File: src/rtl/data_read_capture.sv
// data_read_capture: arm/pre-trigger/trigger/post-trigger capture into a circular LVDS sample buffer
module data_read_capture #(
  parameter int BUFFER_SIZE = 8192,
  parameter int ADDR_W      = 14
) (
  input  logic              wr_clk,
  input  logic              wr_rst_n,
  input  logic [3:0]        din,
  input  logic              din_valid,
  input  logic              arm,
  input  logic              abort,
  input  logic              trig_in,
  input  logic [ADDR_W-1:0] pretrig_len,
  output logic [ADDR_W-1:0] wr_addr,
  output logic [3:0]        wr_data,
  output logic              wr_en,
  output logic              busy,
  output logic              done,
  output logic [ADDR_W-1:0] trig_addr,
  output logic [ADDR_W-1:0] start_addr
);
  localparam logic [ADDR_W-1:0] MASK  = ADDR_W'(BUFFER_SIZE - 1);
  localparam logic [ADDR_W:0]   DEPTH = (ADDR_W + 1)'(BUFFER_SIZE);
  typedef enum logic [2:0] {IDLE, PRE, WAIT, POST, DONE} state_t;
  state_t state, state_nx;
  logic [ADDR_W-1:0] ptr, pre_lat, len_clamp;
  logic [ADDR_W:0]   cnt, cnt_inc;
  logic              trig_q, edge_hit, start, write;
  assign len_clamp = pretrig_len > MASK ? MASK : pretrig_len;
  assign start     = arm && !abort && (state == IDLE || state == DONE);
  assign write     = din_valid && !abort && (state == PRE || state == WAIT || state == POST);
  assign edge_hit  = trig_in && !trig_q && !abort && state == WAIT;
  // the trigger cycle restarts the count, so its own sample is post-trigger sample one
  assign cnt_inc   = (edge_hit ? '0 : cnt) + (ADDR_W + 1)'(din_valid);
  always_comb begin
    state_nx = state;
    if (abort) state_nx = IDLE;
    else if (start) state_nx = len_clamp == '0 ? WAIT : PRE;
    else if (state == PRE && cnt_inc == {1'b0, pre_lat}) state_nx = WAIT;
    else if ((state == POST || edge_hit) && cnt_inc == DEPTH - {1'b0, pre_lat}) state_nx = DONE;
    else if (edge_hit) state_nx = POST;
  end
  always_ff @(posedge wr_clk or negedge wr_rst_n)
    if (!wr_rst_n) state <= IDLE;
    else state <= state_nx;
  always_ff @(posedge wr_clk or negedge wr_rst_n) begin
    if (!wr_rst_n) begin
      trig_q     <= 1'b0;
      wr_en      <= 1'b0;
      wr_addr    <= '0;
      wr_data    <= '0;
      busy       <= 1'b0;
      done       <= 1'b0;
      cnt        <= '0;
      ptr        <= '0;
      pre_lat    <= '0;
      trig_addr  <= '0;
      start_addr <= '0;
    end else begin
      trig_q <= trig_in;
      wr_en  <= write;
      busy   <= state_nx inside {PRE, WAIT, POST};
      done   <= state_nx == DONE;
      cnt    <= start ? '0 : (state == PRE || state == POST || edge_hit) ? cnt_inc : cnt;
      if (start) begin
        pre_lat <= len_clamp;
        ptr     <= '0;
      end else if (write) ptr <= (ptr + 1'b1) & MASK;
      if (write) begin
        wr_addr <= ptr;
        wr_data <= din;
      end
      if (edge_hit) begin
        trig_addr  <= ptr;
        start_addr <= (ptr - pre_lat) & MASK;
      end
    end
  end
endmodule

File: config.mk
export PLATFORM = sky130hd
export DESIGN_NAME = data_read_capture
export DESIGN_NICKNAME = d
export VERILOG_FILES = /design/src/rtl/data_read_capture.sv
export SDC_FILE = /design/constraint.sdc
export NUM_CORES = 1
export LEC_CHECK = 0
export CAP_MARGIN = 30
export CORE_MARGIN = 10
export CORE_UTILIZATION = 52
export DETAILED_ROUTE_END_ITERATION = 10
export PLACE_DENSITY = 0.82
export REMOVE_ABC_BUFFERS = 1
export SETUP_SLACK_MARGIN = 0.02
export SLEW_MARGIN = 30
export SYNTH_ARGS = -nofsm -noshare
export SYNTH_HDL_FRONTEND = slang
export SYNTH_SLANG_ARGS = --single-unit
File: constraint.sdc
create_clock -name wr_clk -period 9.4 [get_ports wr_clk]
set_clock_uncertainty 0.05 [all_clocks]
set_input_delay 1.41 -clock wr_clk [delete_from_list [all_inputs] [get_ports wr_clk]]
set_output_delay 1.41 -clock wr_clk [all_outputs]
set_load 0.02 [all_outputs]
## Word level (Yosys, flattened, before mapping)

Cells that the tools add are included.
W data, S select, Z words.

| word-level totals | value |
|---|---|
| register bits | 95 |
| logic and storage cells | 61 |

| operators by class | value |
|---|---|
| mux-type cells | 12 |
| order comparisons | 1 |
| reduce and logical (&&, ||, !) cells | 22 |
| $add $sub $neg | 4 |
| eq/ne operators | 10 |

Operators with widths:

| cell | number |
|---|---|
| $mux W15 | 3 |
| $mux W14 | 3 |
| $add A15 B1 Y15 | 1 |
| $eq A15 B14 Y1 | 1 |
| $eq A15 B15 Y1 | 1 |
| $mux W3 | 5 |
| $sub A14 B14 Y15 const A | 1 |
| $gt A14 B13 Y1 const B | 1 |
| $logic_not A14 Y1 | 1 |
| $add A13 B1 Y13 const B | 1 |
| $sub A13 B13 Y13 | 1 |
| $eq A3 B2 Y1 const B | 4 |
| $logic_and A1 B1 Y1 | 9 |
| $eq A3 B1 Y1 const B | 2 |
| $eq A3 B3 Y1 const B | 2 |
| $logic_or A1 B1 Y1 | 6 |
| $reduce_bool A2 Y1 | 2 |
| $logic_not A3 Y1 | 1 |
| $reduce_bool A3 Y1 | 1 |
| $logic_not A1 Y1 | 2 |
| $mux W2 | 1 |

## Longest topological paths before layout

| depth | value |
|---|---|
| depth after elaboration | 14 |
| depth in mapped cells | 17 |
| mapped depth without buffers | 13 |

## Worst setup path before layout

OpenSTA, ideal clock, no wires.

| timing path | value |
|---|---|
| path type | input to register |
| start | in abort |
| end | reg busy |
| library setup time | 0.137 ns |
| setup slack | 4.653 ns |
| buffers on the path | 3 |
| data required time | 9.213 ns |
| arrival time | 4.560 ns |
| stages on the path | 16 |
| path through | and4bb_2 nand2_1 buf_2 clkbuf_1 and2_1 ha_1 ha_1 and3_1 buf_6 mux2i_2 or4_1 nand4_1 mux2_4 nand4_1 nor4_1 o32ai_1 |

| between the ends | value |
|---|---|
| word-level cells in the longest chain between the ends | 13 |
| elaborated cells on any way between the ends | 21 |
| classes of those cells | add/sub: 1; eq/ne: 5; mux: 6; reduce/logical: 9 |

Ends and longest elaborated chain:

| item | line | RTL |
|---|---|---|
| start: declaration | 11 | `input logic abort,` |
| $logic_not A1 Y1 | 30, 32 |  |
| $logic_and A1 B1 Y1 (2 in series) | 32 | `assign edge_hit = trig_in && !trig_q && !abort && state == WAIT;` |
| $mux W15 | 34 | `assign cnt_inc = (edge_hit ? '0 : cnt) + (ADDR_W + 1)'(din_valid);` |
| $add A15 B1 Y15 | 34 |  |
| $eq A15 B15 Y1 | 40 | `else if ((state == POST \|\| edge_hit) && cnt_inc == DEPTH - {1'b0, pre_lat}) state_nx = DONE;` |
| $logic_and A1 B1 Y1 | 40 |  |
| $mux W3 | 40 |  |
| $mux W3 | 39 | `else if (state == PRE && cnt_inc == {1'b0, pre_lat}) state_nx = WAIT;` |
| $mux W3 | 38 | `else if (start) state_nx = len_clamp == '0 ? WAIT : PRE;` |
| $mux W3 * | 37 | `if (abort) state_nx = IDLE;` |
| $eq A3 B1 Y1 or $eq A3 B2 Y1 (tied branches) | 62 | `busy <= state_nx inside {PRE, WAIT, POST};` |
| $reduce_bool A3 Y1 * | 62 |  |
| end signal: assignment | 62 |  |
| end: declaration | 17 | `output logic busy,` |

Mark *: on every way between the ends. The rest lies on a longest branch, timed or not.
A chain may end at the register's enable or synchronous reset.

## Worst setup path in the final report

Same ends and word-level chain as after synthesis.

==> results.sh <==
export IMPL_run_status="completed"
export IMPL_portBuffers=69
export IMPL_multiInputGateArea_um2=3023
export IMPL_drt_drc_violations_left=0
export IMPL_global_routing_met3_resource_utilization_pct=5.652
export IMPL_cts_inserted_buffers=9
export IMPL_placementRows=37
export IMPL_final_critical_path_setup_slack_ps=4100
export IMPL_period_needed_ps=5300
export IMPL_tritoncts="done"
export IMPL_synth_cells=612
export IMPL_pin_count=73
export IMPL_post_synth_top_area_cell="dfrtp_1"
export IMPL_dpl_hpwl_um=11070
export IMPL_filler_cell_count=874
export IMPL_root_buffer_cell="clkbuf_8"
export IMPL_start_kind="input pin"
export IMPL_ant_nets=0
export IMPL_globalRouteOverflowTotal=0
export IMPL_antenna_violations_before_repair=0
export IMPL_edff_count_synth=0
export IMPL_clkSlewWorstSetupHoldPaths_ps=90
export IMPL_post_drt_wl_per_cell_um=18.31
export IMPL_setup_tns_final_ps=0
export IMPL_synth_register_bits=92
export IMPL_place_worst_setup_slack_ps=3800
export IMPL_coreArea_um2=10370
export IMPL_crit_path_end_kind="flop"
export IMPL_synth_top_area_share_pct=41.42
export IMPL_grt_max_degree=75
export IMPL_timing_critical_path_arrival_ps=5490
export IMPL_gp_congestion=0.8787
export IMPL_vdd_ir_drop_worst_uv=128.3
export IMPL_drive_gt1_share_pct=9.281
export IMPL_final_seq_area_um2=2302
export IMPL_final_cell_mix="nand2_1, dfrtp_1, clkdlybuf4s50_1"
export IMPL_grtUsageMet1_pct=27.47
export IMPL_drt_wl_total_um=14720
export IMPL_dieArea_um2=15220
export IMPL_area_grow_syn2layout_pct=16.70
export IMPL_grt_first_pass_wirelength_um=24250
export IMPL_clkSinkCount=92
export IMPL_drv_cap=0
export IMPL_design_area_um2=6486
export IMPL_routed_via_count=4802
export IMPL_ys_warnings_count=0
export IMPL_power_total_uw=930.5
export IMPL_initial_core_util_pct=53.60
export IMPL_hold_path_class="flop to flop"
export IMPL_final_max_slew_violation_count=0
export IMPL_cts_repair_resize_count=0
export IMPL_clock_tree_buffer_depth=2
export IMPL_worstSkewPairLatency_ps=370
export IMPL_drt_initial_drc_count=346
export IMPL_finalCritPeriodShare_pct=56.38
export IMPL_synth_top_cells_by_area="dfrtp_1, nand2_1, o21ai_0, mux2_2, xnor2_1"
export IMPL_worstMarginPinSlew_ps=862.2
export IMPL_track_usage_pct=20.05
export IMPL_fp_dieH_um=123.4
export IMPL_globalRoute_busiestLayer="met2"
export IMPL_critical_path_class="input pin to flop"
export IMPL_placedInstanceArea_um2=6305
export IMPL_vias_in_the_first_global_route=4634
export IMPL_power_density_nw_per_um2=143.5
export IMPL_worstPathMaxFanout=56
export IMPL_rsz_0062_raised_after_global_routing="false"
export IMPL_cp_data_required_time_ps=9590
export IMPL_report_final_hold_viol_count=0
export IMPL_p_leak_uw=0.002836
export IMPL_proportion_of_synthesized_chip_area_in_sequential_cells_pct=41.42
export IMPL_n_antenna_cell=0
export IMPL_detail_route_first_pass_iterations=5
export IMPL_maxSlewHeadroom_pct=42.52
export IMPL_ys_async_sr_fraction_pct=100.0
export IMPL_holdBufCountCts=0
export IMPL_count_of_final_setup_violators=0
export IMPL_synth_flop_cell="dfrtp_1"
export IMPL_cts_repair_timing_setup_buffer_count=0
export IMPL_synth_cell_type_count=70
export IMPL_routed_via_density=5.973
export IMPL_syn_area_um2=5558
export IMPL_maxClockFrequency_ghz=0.1887
export IMPL_num_nets_final=705
export IMPL_grt_use_met2_pct=30.36
export IMPL_synthesis_area_per_instance_um2=9.081
export IMPL_die_x_um=123.4
export IMPL_htree_levels=3
==> report_power, final <==
part | internal, uW | total (uW) | switching, uW
clock | 103 | 251 | 147
combinational | 94.8 | 226 | 131
sequential | 422 | 454 | 32.5
==> per-stage QoR <==
step | hold WS (ps) | cells | utilization (%)
floorplan | 408.0 | 580 | -
global placement | 411.8 | 789 | 60.75
detailed placement | 416.5 | 789 | 60.80
CTS | 439.9 | 804 | 62.49
global route | 455.3 | 804 | 62.55
finish | 431.7 | 804 | 62.55
==> area by class of cell <==
cell class / instances / share of cell area (%)
well taps: 136 / 2.623
clock inverters: 5 / 0.5787
repair buffers: 73 / 11.13
inverters: 25 / 1.447
clock buffers: 10 / 2.122
multi-input cells: 463 / 46.60
flip-flops and latches: 92 / 35.49
==> registers in the layout, summed over array words and instances, names as in the netlist <==
name,cells
busy,1
wr_en,1
cnt,15
wr_data,4
ptr,13
pre_lat,14
start_addr,13
wr_addr,13
trig_addr,13
done,1
state,3
trig_q,1
==> critical path: stages <==
cell and delay (ps):
clkdlybuf4s50_1 630, and4bb_2 330, nand2_1 90, buf_4 450, and2_1 210, ha_1 310, and3_1 370, mux2i_2 420
nor2_1 130, nor4_1 290, mux2_4 210, nand4_1 80, nor4_1 390, o32ai_1 160
==> final timing paths <==
path	cells past startpoint	from	slack, ps	endpoint
max reg2reg	13	state[2]$_DFF_PN0_	5350	busy$_DFF_PN0_
max	14	abort	4100	busy$_DFF_PN0_
min	2	trig_addr[10]$_DFFE_PN0P_	430	trig_addr[10]$_DFFE_PN0P_
min reg2reg	2	trig_addr[10]$_DFFE_PN0P_	430	trig_addr[10]$_DFFE_PN0P_
max in group asynchronous	2	wr_rst_n	7500	pre_lat[6]$_DFFE_PN0P_
min in group asynchronous	1	wr_rst_n	860	cnt[13]$_DFFE_PN0P_
==> routing by layer <==
layer / vias to the layer above / wire length (um) / share of wire [%]
li1: 2258 / - / -
met5: - / 0 / 0
met2: 172 / 6645 / 45
met3: 28 / 1089 / 7.4
met4: 0 / 255 / 1.7
met1: 2344 / 6728 / 46
==> cell families (layout without fill, tap and decap cells) <==
group | after synthesis | in the layout | share of synthesized area [%]
compound gates | 129 | 129 | 14.77
flops | 92 | 92 | 41.42
other cells | 1 | 3 | 0.06747
simple gates | 243 | 243 | 22.26
fa+ha+maj | 17 | 17 | 3.962
buf+inv | 59 | 113 | 4.547
xor+xnor | 46 | 46 | 7.902
mux | 25 | 25 | 5.065
==> cell usage after synthesis (all sizes together) (8+ instances only) <==
master / count
buf: 14
inv: 25
mux2: 19
nand2: 92
nand3: 25
or3: 8
ha: 16
nor2: 42
nor3: 24
dfrtp: 92
clkbuf: 20
o31ai: 14
nor4: 14
nand4: 11
a21oi: 35
xor2: 19
xnor2: 26
o21ai: 43
(Power assumes the default switching activity.)
